--- src/rtl/keypad_pkg.sv ---
// Shared types and constants for the 4x4 keypad matrix scanner.
package keypad_pkg;

    typedef enum logic [2:0] {
        ST_IDLE,
        ST_DEB_PRESS,
        ST_PRESS,
        ST_HELD,
        ST_DEB_REL
    } fsm_state_t;

    typedef enum logic [1:0] {
        SCAN_NONE,
        SCAN_KEY,
        SCAN_MULTI
    } scan_res_t;

    // Bit position of the valid flag within the 5-bit key word.
    localparam int KEY_VALID_BIT = 4;

    // Key codes are {row[1:0], col[1:0]}; row 0 is the top row, column 0 the leftmost.
    localparam logic [3:0] KEY_5    = 4'h5;
    localparam logic [3:0] KEY_6    = 4'h6;
    localparam logic [3:0] KEY_9    = 4'hA;
    localparam logic [3:0] KEY_STAR = 4'hC;
    localparam logic [3:0] KEY_0    = 4'hD;
    localparam logic [3:0] KEY_HASH = 4'hE;
    localparam logic [3:0] KEY_D    = 4'hF;

    // Active-low one-hot column drive for a column index.
    function automatic logic [3:0] col_drive(input logic [1:0] idx);
        col_drive = ~(4'b0001 << idx);
    endfunction

endpackage

--- src/rtl/keypad_debounce_fsm.sv ---
// Scan-rate debounce state machine: qualifies presses and releases over
// consecutive identical whole-matrix scan results and owns the key word.
module keypad_debounce_fsm
    import keypad_pkg::*;
#(
    parameter int DEBOUNCE_SCANS = 4
) (
    input  logic       clk,
    input  logic       reset,
    input  logic       i_scan_stb,
    input  scan_res_t  i_scan_res,
    input  logic [3:0] i_scan_code,
    output logic [4:0] o_key_code,
    output logic       o_key_event
);

    localparam int CW = $clog2(DEBOUNCE_SCANS + 1);
    localparam logic [CW-1:0] CNT_ONE  = CW'(1);
    localparam logic [CW-1:0] CNT_DONE = CW'(DEBOUNCE_SCANS);

    fsm_state_t      r_state;
    fsm_state_t      w_state_nxt;
    logic [3:0]      r_cand;
    logic [3:0]      w_cand_nxt;
    logic [CW-1:0]   r_cnt;
    logic [CW-1:0]   w_cnt_nxt;
    logic [4:0]      r_key_code;
    logic [4:0]      w_key_code_nxt;
    logic            r_key_event;

    // State, candidate, counter and output registers.
    always_ff @(posedge clk or posedge reset) begin
        if (reset) begin
            r_state     <= ST_IDLE;
            r_cand      <= 4'd0;
            r_cnt       <= '0;
            r_key_code  <= 5'd0;
            r_key_event <= 1'b0;
        end else begin
            r_state     <= w_state_nxt;
            r_cand      <= w_cand_nxt;
            r_cnt       <= w_cnt_nxt;
            r_key_code  <= w_key_code_nxt;
            // The event is registered alongside the code so both appear in the PRESS cycle.
            r_key_event <= (w_state_nxt == ST_PRESS);
        end
    end

    // Next-state logic; the key word is only rewritten on PRESS entry and release completion.
    always_comb begin
        w_state_nxt    = r_state;
        w_cand_nxt     = r_cand;
        w_cnt_nxt      = r_cnt;
        w_key_code_nxt = r_key_code;
        unique case (r_state)
            ST_IDLE: begin
                if (i_scan_stb && i_scan_res == SCAN_KEY) begin
                    w_cand_nxt = i_scan_code;
                    w_cnt_nxt  = CNT_ONE;
                    if (DEBOUNCE_SCANS == 1) begin
                        w_state_nxt    = ST_PRESS;
                        w_key_code_nxt = {1'b1, i_scan_code};
                    end else begin
                        w_state_nxt = ST_DEB_PRESS;
                    end
                end
            end
            ST_DEB_PRESS: begin
                if (i_scan_stb) begin
                    if (i_scan_res == SCAN_KEY && i_scan_code == r_cand) begin
                        w_cnt_nxt = r_cnt + CNT_ONE;
                        if (w_cnt_nxt == CNT_DONE) begin
                            w_state_nxt    = ST_PRESS;
                            w_key_code_nxt = {1'b1, r_cand};
                        end
                    end else if (i_scan_res == SCAN_KEY) begin
                        w_cand_nxt = i_scan_code;
                        w_cnt_nxt  = CNT_ONE;
                    end else begin
                        w_state_nxt = ST_IDLE;
                        w_cnt_nxt   = '0;
                    end
                end
            end
            ST_PRESS: begin
                w_state_nxt = ST_HELD;
                w_cnt_nxt   = '0;
            end
            ST_HELD: begin
                if (i_scan_stb && i_scan_res == SCAN_NONE) begin
                    if (DEBOUNCE_SCANS == 1) begin
                        w_state_nxt    = ST_IDLE;
                        w_cnt_nxt      = '0;
                        w_key_code_nxt = 5'd0;
                    end else begin
                        w_state_nxt = ST_DEB_REL;
                        w_cnt_nxt   = CNT_ONE;
                    end
                end
            end
            ST_DEB_REL: begin
                if (i_scan_stb) begin
                    if (i_scan_res == SCAN_NONE) begin
                        w_cnt_nxt = r_cnt + CNT_ONE;
                        if (w_cnt_nxt == CNT_DONE) begin
                            w_state_nxt    = ST_IDLE;
                            w_cnt_nxt      = '0;
                            w_key_code_nxt = 5'd0;
                        end
                    end else begin
                        w_state_nxt = ST_HELD;
                        w_cnt_nxt   = '0;
                    end
                end
            end
            default: begin
                w_state_nxt = ST_IDLE;
                w_cnt_nxt   = '0;
            end
        endcase
    end

    assign o_key_code  = r_key_code;
    assign o_key_event = r_key_event;

endmodule

--- src/rtl/keypad_matrix_scanner.sv ---
// 4x4 keypad matrix scanner: drives columns low in turn, samples the
// synchronised rows at the end of each dwell, classifies every full scan and
// hands the result to the debounce FSM that produces the PIO key word.
module keypad_matrix_scanner
    import keypad_pkg::*;
#(
    parameter int SCAN_DIV       = 50000,
    parameter int DEBOUNCE_SCANS = 4
) (
    input  logic       clk,
    input  logic       reset,
    output logic [3:0] col_n,
    input  logic [3:0] row_n,
    output logic [4:0] key_code,
    output logic       key_event
);

    localparam int DW = $clog2(SCAN_DIV);
    localparam logic [DW-1:0] DWELL_LAST = DW'(SCAN_DIV - 1);
    localparam logic [DW-1:0] DWELL_ONE  = DW'(1);

    logic [3:0]     r_row_meta;
    logic [3:0]     r_row_s;
    logic [DW-1:0]  r_dwell;
    logic [1:0]     r_col;
    logic [3:0]     r_col_n;
    logic [11:0]    r_samples;
    logic           r_scan_stb;
    scan_res_t      r_scan_res;
    logic [3:0]     r_scan_code;

    logic           w_dwell_end;
    logic           w_scan_end;
    logic [15:0]    w_matrix;
    logic [4:0]     w_act_cnt;
    logic [3:0]     w_act_pos;
    scan_res_t      w_scan_res;
    logic [3:0]     w_scan_code;

    assign w_dwell_end = (r_dwell == DWELL_LAST);
    assign w_scan_end  = w_dwell_end && (r_col == 2'd3);

    // Two-flop synchroniser for the asynchronous row inputs; idle rows read high.
    always_ff @(posedge clk or posedge reset) begin
        if (reset) begin
            r_row_meta <= 4'hF;
            r_row_s    <= 4'hF;
        end else begin
            r_row_meta <= row_n;
            r_row_s    <= r_row_meta;
        end
    end

    // Dwell and column counters; the column drive is registered so col_n never glitches.
    always_ff @(posedge clk or posedge reset) begin
        if (reset) begin
            r_dwell <= '0;
            r_col   <= 2'd0;
            r_col_n <= 4'b1110;
        end else if (w_dwell_end) begin
            r_dwell <= '0;
            r_col   <= r_col + 2'd1;
            r_col_n <= col_drive(r_col + 2'd1);
        end else begin
            r_dwell <= r_dwell + DWELL_ONE;
        end
    end

    // Capture active rows for columns 0..2; column 3 is taken live at scan end.
    always_ff @(posedge clk or posedge reset) begin
        if (reset) begin
            r_samples <= 12'd0;
        end else if (w_dwell_end) begin
            case (r_col)
                2'd0:    r_samples[3:0]  <= ~r_row_s;
                2'd1:    r_samples[7:4]  <= ~r_row_s;
                2'd2:    r_samples[11:8] <= ~r_row_s;
                default: r_samples       <= r_samples;
            endcase
        end
    end

    // Bit index in the matrix is col*4 + row.
    assign w_matrix = {~r_row_s, r_samples};

    // Count active crossings and remember where the (last) one sits.
    always_comb begin
        w_act_cnt = 5'd0;
        w_act_pos = 4'd0;
        for (int i = 0; i < 16; i++) begin
            if (w_matrix[i]) begin
                w_act_cnt = w_act_cnt + 5'd1;
                w_act_pos = 4'(i);
            end
        end
    end

    // Classify the scan; code is {row, col} from the single active crossing.
    always_comb begin
        w_scan_res  = SCAN_NONE;
        w_scan_code = {w_act_pos[1:0], w_act_pos[3:2]};
        if (w_act_cnt == 5'd1) begin
            w_scan_res = SCAN_KEY;
        end else if (w_act_cnt != 5'd0) begin
            w_scan_res = SCAN_MULTI;
        end
    end

    // One strobe per full scan carrying its classification to the FSM.
    always_ff @(posedge clk or posedge reset) begin
        if (reset) begin
            r_scan_stb  <= 1'b0;
            r_scan_res  <= SCAN_NONE;
            r_scan_code <= 4'd0;
        end else begin
            r_scan_stb <= w_scan_end;
            if (w_scan_end) begin
                r_scan_res  <= w_scan_res;
                r_scan_code <= w_scan_code;
            end
        end
    end

    keypad_debounce_fsm #(
        .DEBOUNCE_SCANS(DEBOUNCE_SCANS)
    ) u_debounce (
        .clk        (clk),
        .reset      (reset),
        .i_scan_stb (r_scan_stb),
        .i_scan_res (r_scan_res),
        .i_scan_code(r_scan_code),
        .o_key_code (key_code),
        .o_key_event(key_event)
    );

    assign col_n = r_col_n;

endmodule

--- config.mk ---
export PLATFORM = sky130hd
export DESIGN_NAME = keypad_matrix_scanner
export DESIGN_NICKNAME = d
export VERILOG_FILES = /design/src/rtl/keypad_pkg.sv /design/src/rtl/keypad_debounce_fsm.sv /design/src/rtl/keypad_matrix_scanner.sv
export SDC_FILE = /design/constraint.sdc
export NUM_CORES = 1
export LEC_CHECK = 0
export CAP_MARGIN = 25
export CORE_AREA = 3 3 124 66
export DETAILED_ROUTE_END_ITERATION = 16
export DIE_AREA = 0 0 127 69
export PLACE_DENSITY = 0.83
export SLEW_MARGIN = 30
export SYNTH_ARGS = -nofsm -noshare
export SYNTH_HDL_FRONTEND = slang
export SYNTH_SLANG_ARGS = --single-unit
--- constraint.sdc ---
create_clock -name clk -period 24.3 [get_ports clk]
set_clock_uncertainty 0.15 [all_clocks]
set_input_delay 3.645 -clock clk [delete_from_list [all_inputs] [get_ports clk]]
set_output_delay 3.645 -clock clk [all_outputs]
set_load 0.01 [all_outputs]
Word-level counts from Yosys, hierarchy flattened

Cells that the tools add are included.
Widths: inputs -> output; s select.

Input port bits: 6
Flip-flop bits (word level): 65

Multiplexer cells: 65
Eq/ne operators: 23
Reduce and logical (&&, ||, !) cells: 16
Shift-type cells: 1
Bitwise operators: 2
Add/sub/neg operators: 18

Operators by type and width:

| cell                  | number |
|---|---|
| $mux 5                | 21 |
| $add 5x1->5 const B   | 15 |
| $mux 4                | 18 |
| $mux 3                | 16 |
| $add 16x1->16 const B | 1 |
| $eq 16x16->1 const B  | 1 |
| $mux 16               | 1 |
| $pmux 3 s5            | 1 |
| $ne 2x1->1 const B    | 7 |
| $pmux 3 s4            | 1 |
| $pmux 5 s2            | 1 |
| $eq 3x2->1 const B    | 3 |
| $not 4->4             | 2 |
| $pmux 4 s2            | 1 |
| $reduce_and 7->1      | 1 |
| $eq 3x3->1 const B    | 2 |
| $ne 2x2->1 const B    | 3 |
| $reduce_and 2->1      | 3 |
| $eq 5x1->1 const B    | 1 |
| $reduce_and 5->1      | 1 |
| $reduce_bool 5->1     | 1 |
| $eq 2x1->1 const B    | 2 |
| $eq 2x2->1 const B    | 2 |
| $eq 4x4->1            | 1 |
| other kinds (11)      | 19 |

Longest topological paths before layout

Depth in word-level cells: 34
Depth in mapped cells: 49
Depth with buffers taken out: 49

Hierarchy

A second synthesis with hierarchy kept.

Cell total of the unflattened synthesis: 478
Area total of the unflattened synthesis: 4565.6 sq um

By module, submodules not included:

| module                | instances | sequential area each (sq um) | area each (sq um) | cells an instance |
|---|---|---|---|---|
| keypad_matrix_scanner | 1         | 1239.9                       | 3631.0            | 386 |
| keypad_debounce_fsm   | 1         | 400.4                        | 934.6             | 92 |

Worst setup path after synthesis

OpenSTA, ideal clock, no wires.

Path kind: reg2reg
From: register r_samples[1]
To: register r_scan_res[1]
Setup slack: 15.761 ns
Stages on the path, launching flop included: 49
Period minus slack after synthesis: 8.539 ns
Arrival: 8.257 ns
Cell sequence: dfrtp_1 > inv_1 > ha_1 > xor2_1 > ha_1 > inv_1 > a21oi_1 > ha_1 > nor2b_1 > nor2_1 > and2_1 > ha_1 > nand2_1 > inv_1 > a21oi_1 > inv_1 > ha_1 > nor2_1 > (+13 left out) > mux2_2 > ha_1 > nand2_1 > nand2_1 > ha_1 > nor2_1 > nor2_1 > ha_1 > mux2_2 > ha_1 > inv_1 > o21ai_0 > ha_1 > nor2_1 > nand3_1 > or3_1 > nor4_1 > a211oi_1

Cells in the longest elaborated chain, start to end: 32
Elaborated cells between the ends (all ways): 33

RTL lines:

| what                     | RTL line                     | text |
|---|---|---|
| start: declaration       | keypad_matrix_scanner.sv:27  | `logic [11:0] r_samples;` |
| start signal: assignment | keypad_matrix_scanner.sv:75  | `2'd0: r_samples[3:0] <= ~r_row_s;` |
| start signal: assignment | keypad_matrix_scanner.sv:78  | `default: r_samples <= r_samples;` |
| $mux 5 *                 | keypad_matrix_scanner.sv:91  | `if (w_matrix[i]) begin` |
| $add 5x1->5              | keypad_matrix_scanner.sv:92  | `w_act_cnt = w_act_cnt + 5'd1;` |
| $mux 5 *                 | keypad_matrix_scanner.sv:91  |  |
| $add 5x1->5              | keypad_matrix_scanner.sv:92  |  |
| $mux 5 *                 | keypad_matrix_scanner.sv:91  |  |
| $add 5x1->5              | keypad_matrix_scanner.sv:92  |  |
| $mux 5 *                 | keypad_matrix_scanner.sv:91  |  |
| $add 5x1->5              | keypad_matrix_scanner.sv:92  |  |
| (+16 left out)           | n/a                          |  |
| $mux 5 *                 | keypad_matrix_scanner.sv:91  |  |
| $add 5x1->5              | keypad_matrix_scanner.sv:92  |  |
| $mux 5 *                 | keypad_matrix_scanner.sv:91  |  |
| $add 5x1->5              | keypad_matrix_scanner.sv:92  |  |
| $mux 5 *                 | keypad_matrix_scanner.sv:91  |  |
| $reduce_bool 5->1        | keypad_matrix_scanner.sv:104 | `end else if (w_act_cnt != 5'd0) begin` |
| $mux 2                   | keypad_matrix_scanner.sv:104 |  |
| $mux 2 *                 | keypad_matrix_scanner.sv:102 | `if (w_act_cnt == 5'd1) begin` |
| end signal: assignment   | keypad_matrix_scanner.sv:118 | `r_scan_res <= w_scan_res;` |
| end: declaration         | keypad_matrix_scanner.sv:29  | `scan_res_t r_scan_res;` |

Every way passes the cells marked *; elsewhere a longest branch is shown, timed or not.
A chain may end at the register's enable or synchronous reset.

Worst setup path after layout

Same ends and word-level chain as after synthesis.

==> results.cfg <==
[outcome]
run_status = complete, no violations

[power]
ir_drop_v = 0.0000819
sw_frac_of_total_pct = 21.9
clock_power_share_pct = 52.2
share_seq_of_total_power_pct = 44.3
power.leakage_nw = 2.29
netSwitchingPower_mw = 0.0548
internal_power_mw = 0.195
power_density_mw_per_mm2 = 49.0
share_comb_of_total_power_pct = 3.5
fin_total_pwr_mw = 0.250

[grt]
grt_antenna_before_repair = 0
grtUsageTotal_pct = 22.2
grt_start_max_net_pins = 66
grt_pass1_wl_um = 16300
first_global_vias = 3524
gr-total-overflow = 0

[critical_path]
crit_arrival_ns = 9.46
worstReg2RegEnd = r_scan_res[1]$_DFFE_PP0P_
ws_path_type = register to register
required_time_of_the_critical_path_ns = 24.36
worstReg2RegStart = r_samples[1]$_DFFE_PP0P_
worstRegToRegCells = 48
critPathSlowestCell = sky130_fd_sc_hd__dfrtp_1
reg2reg_slack_ns = 14.90
end_kind = register
crit_top_cell = sky130_fd_sc_hd__ha_1
critical_path.max_stage_delay_ns = 0.38
timing.critical_path.fanout_max = 4
worst_setup_path_start_kind = register

[logic_synthesis]
synth-async-reset-ratio_pct = 100
synth_area_mm2 = 0.00466
avgSynthCellArea_um2 = 8.96
postSynthRegisterBits = 65
synth.net_count = 550
yosys_warnings = 0
postSynth.topFlopCell = sky130_fd_sc_hd__dfrtp_1
synthesis.instances = 520
synth_enable_flop_cells = 0
synth_seq_area_share_pct = 35.2
netlist-cell-type-count = 84

[job]
drv_cap = 0

[clock_network]
sinks_on_the_clock_net = 65
root_buffer = sky130_fd_sc_hd__clkbuf_16
post-cts-setup-buffer-count = 0
cts_inserted_buffers = 9
cts_max_level = 3
worst_skew_pair.late_latency_ns = 0.33
clk_path_buf_depth = 2
post_cts.resized_instances = 0
cts.clk_slew.worst_paths_ns = 0.06
cts_tree = yes
hold_buf_count_cts = 0

[die]
fp.dieH_um = 69
coreArea_mm2 = 0.00721
design.portCount = 16
initial_core_util_pct = 64.6
floorplan.die_area_mm2 = 0.00876
die_w_um = 127
num_rows = 22

[timing]
slew_headroom_pct = 47.4
hold_viol_final = 0
finalWorstPathRequiredPeriod_ns = 9.40
final-max-slew-violation-count = 0
timing.final.ws_setup_ns = 14.90
unrepaired_setup_endpoints_after_global_routing = false
maximum_clock_rate_mhz = 106
setup_viol = 0
measured_slew_at_the_worst_slew_check_pin_ns = 0.789
fin_worst_hold_slack_ns = 0.205
timing.setup.tns_ns = 0
fin_crit_sh_pct = 38.7

[route]
routedWlPerCell_um = 14.9
wl_met1_um = 4480
postRouteWirelength_um = 9280
drtAntennaViolNets = 0
drcViolationCount = 0
routed_wire_length_on_met3_um = 312
metal2_wl_um = 4390
routed_via_density = 5.85
number_of_drc_violations_after_detailed_routing_iteration_0 = 205
maxUsedRoutingLayer = met4
route.vias.total = 3646
detail_route.first_pass.iterations = 5

[place]
dp_worst_setup_slack_ns = 14.99
io_buffers = 15
routabilityCongestion = 0.868
place_hpwl_um = 6340

[hold_path]
holdCritPathClass = register to register
hold_path_end = r_row_s[2]$_DFF_PP1_
holdCritStartpoint = r_row_meta[2]$_DFF_PP1_
hold_path_depth = 0

[cells_and_area]
areaGrowthSynthToFinish_pct = 9.59
num-nets-final = 552
fraction_of_layout_cells_with_a_size_suffix_above_1_pct = 11.8
final_core_util_pct = 70.8
antenna_cells_inserted = 0
==> layout by cell type, fill, tap and decap left out, drive strengths merged, types with 3 or more instances in the layout <==
cell and instances:
nor2b 5, a22o 5, inv 26, nor4 4, nand2 64, ha 24
and2 9, a21oi 22, nand2b 9, o21a 5, dfrtp 54, clkinvlp 3
o31ai 3, clkdlybuf4s50 15, nand3 19, a21o 7, and3 9, xor2 20
o211ai 4, dfstp 11, clkbuf 10, xnor2 29, nand4 7, xor3 5
o21ai 37, a211oi 4, nor3 9, nor2 50, or2 4, mux2 4
==> worst max-delay path, delay by kind of cell, from the launching register on <==
family / cells / cell delay (ns)
DFF: 1 / 0.38
muxes: 2 / 0.58
and+or+nand+nor: 17 / 2.15
buffers and inverters: 6 / 0.42
adders and majority gates: 14 / 4.14
AOI/OAI and AO/OA: 8 / 1.25
xor gates and xnor gates: 1 / 0.21
==> state kept, by name, summed over array words and instances, names as in the netlist, 4 cells and up <==
signal,flops
r_dwell,16
r_samples,12
u_debounce.o_key_code,5
col_n,4
r_row_meta,4
r_row_s,4
r_scan_code,4
u_debounce.r_cand,4
==> synthesized netlist by cell type (3+ instances only) <==
master	count	area [um^2]
sky130_fd_sc_hd__a21oi_1	21	105
sky130_fd_sc_hd__nor2b_1	5	31.3
sky130_fd_sc_hd__a211oi_1	4	30.0
sky130_fd_sc_hd__dfrtp_1	54	1350
sky130_fd_sc_hd__clkbuf_1	18	67.6
sky130_fd_sc_hd__nand2_1	64	240
sky130_fd_sc_hd__or2_2	3	18.8
sky130_fd_sc_hd__and3_1	8	50.1
sky130_fd_sc_hd__o31ai_1	3	22.5
sky130_fd_sc_hd__nand2b_1	9	56.3
sky130_fd_sc_hd__xnor2_1	26	228
sky130_fd_sc_hd__o21a_1	5	37.5
sky130_fd_sc_hd__dfstp_2	11	289
sky130_fd_sc_hd__clkbuf_8	3	41.3
sky130_fd_sc_hd__and2_1	8	50.1
sky130_fd_sc_hd__o211ai_1	4	30.0
sky130_fd_sc_hd__mux2_2	4	45.0
sky130_fd_sc_hd__nor3_1	9	45.0
sky130_fd_sc_hd__xor3_2	3	75.1
sky130_fd_sc_hd__o21ai_0	37	185
sky130_fd_sc_hd__xor2_1	18	158
sky130_fd_sc_hd__xnor2_2	3	48.8
sky130_fd_sc_hd__nor4_1	3	18.8
sky130_fd_sc_hd__a22o_1	5	43.8
sky130_fd_sc_hd__nand4_1	7	43.8
sky130_fd_sc_hd__ha_1	24	300
sky130_fd_sc_hd__nand3_1	18	90.1
sky130_fd_sc_hd__nor2_1	50	188
sky130_fd_sc_hd__inv_1	24	90.1
sky130_fd_sc_hd__a21o_1	6	45.0
==> power by group through the flow <==
stage | logic, mW | clock network [mW] | registers (mW)
5_1_grt | 0.00994 | 0.137 | 0.111
2_1_floorplan | 0.00727 | 0 | 0.112
3_5_place_dp | 0.00866 | 0 | 0.113
4_1_cts | 0.00882 | 0.131 | 0.111
6_report | 0.00867 | 0.131 | 0.111
3_3_place_gp | 0.00841 | 0 | 0.113
==> worst max path at each step <==
stage                     depth (start not counted)                         to                startpoint
final                                            48  r_scan_res[1]$_DFFE_PP0P_  r_samples[1]$_DFFE_PP0P_
after CTS                                        48  r_scan_res[1]$_DFFE_PP0P_  r_samples[1]$_DFFE_PP0P_
after detailed placement                         48  r_scan_res[1]$_DFFE_PP0P_  r_samples[1]$_DFFE_PP0P_
after global routing                             48  r_scan_res[1]$_DFFE_PP0P_  r_samples[1]$_DFFE_PP0P_
after global placement                           48  r_scan_res[1]$_DFFE_PP0P_  r_samples[1]$_DFFE_PP0P_
after floorplan                                  48  r_scan_res[1]$_DFFE_PP0P_  r_samples[1]$_DFFE_PP0P_
==> stage by stage <==
step / cell area, um^2 / std cells
final: 5110 / 623
after global routing: 5110 / 623
after detailed placement: 4800 / 607
after CTS: 5110 / 623
after global placement: 4800 / 607
after floorplan: 4660 / 520
==> area by class of cell <==
class	count	area [um^2]
clock buffers	10	239
clock inverters	6	66.3
fillers	502	2110
inverters	26	97.6
multi-input cells	404	2790
flip-flops and latches	65	1640
well taps	96	120
repair buffers	16	158
==> metal layers <==
layer  global-route usage [%]  vias to the layer above
li1                         -                     1805
met1                     31.0                     1749
met2                     36.0                       78
met3                     4.26                       14
met4                     5.23                        0
met5                        0                        -
==> cell families (layout without fill, tap and decap cells) <==
kind of cell	count (synthesis)	after routing	synth area share, %
muxes	6	6	1.40
DFF	65	65	35.2
AOI/OAI and AO/OA	114	114	16.4
buffers and inverters	51	58	5.02
adders and majority gates	24	24	6.44
xor gates and xnor gates	56	56	13.8
and+or+nand+nor	204	204	21.7
Power figures use the tool's default switching activity.
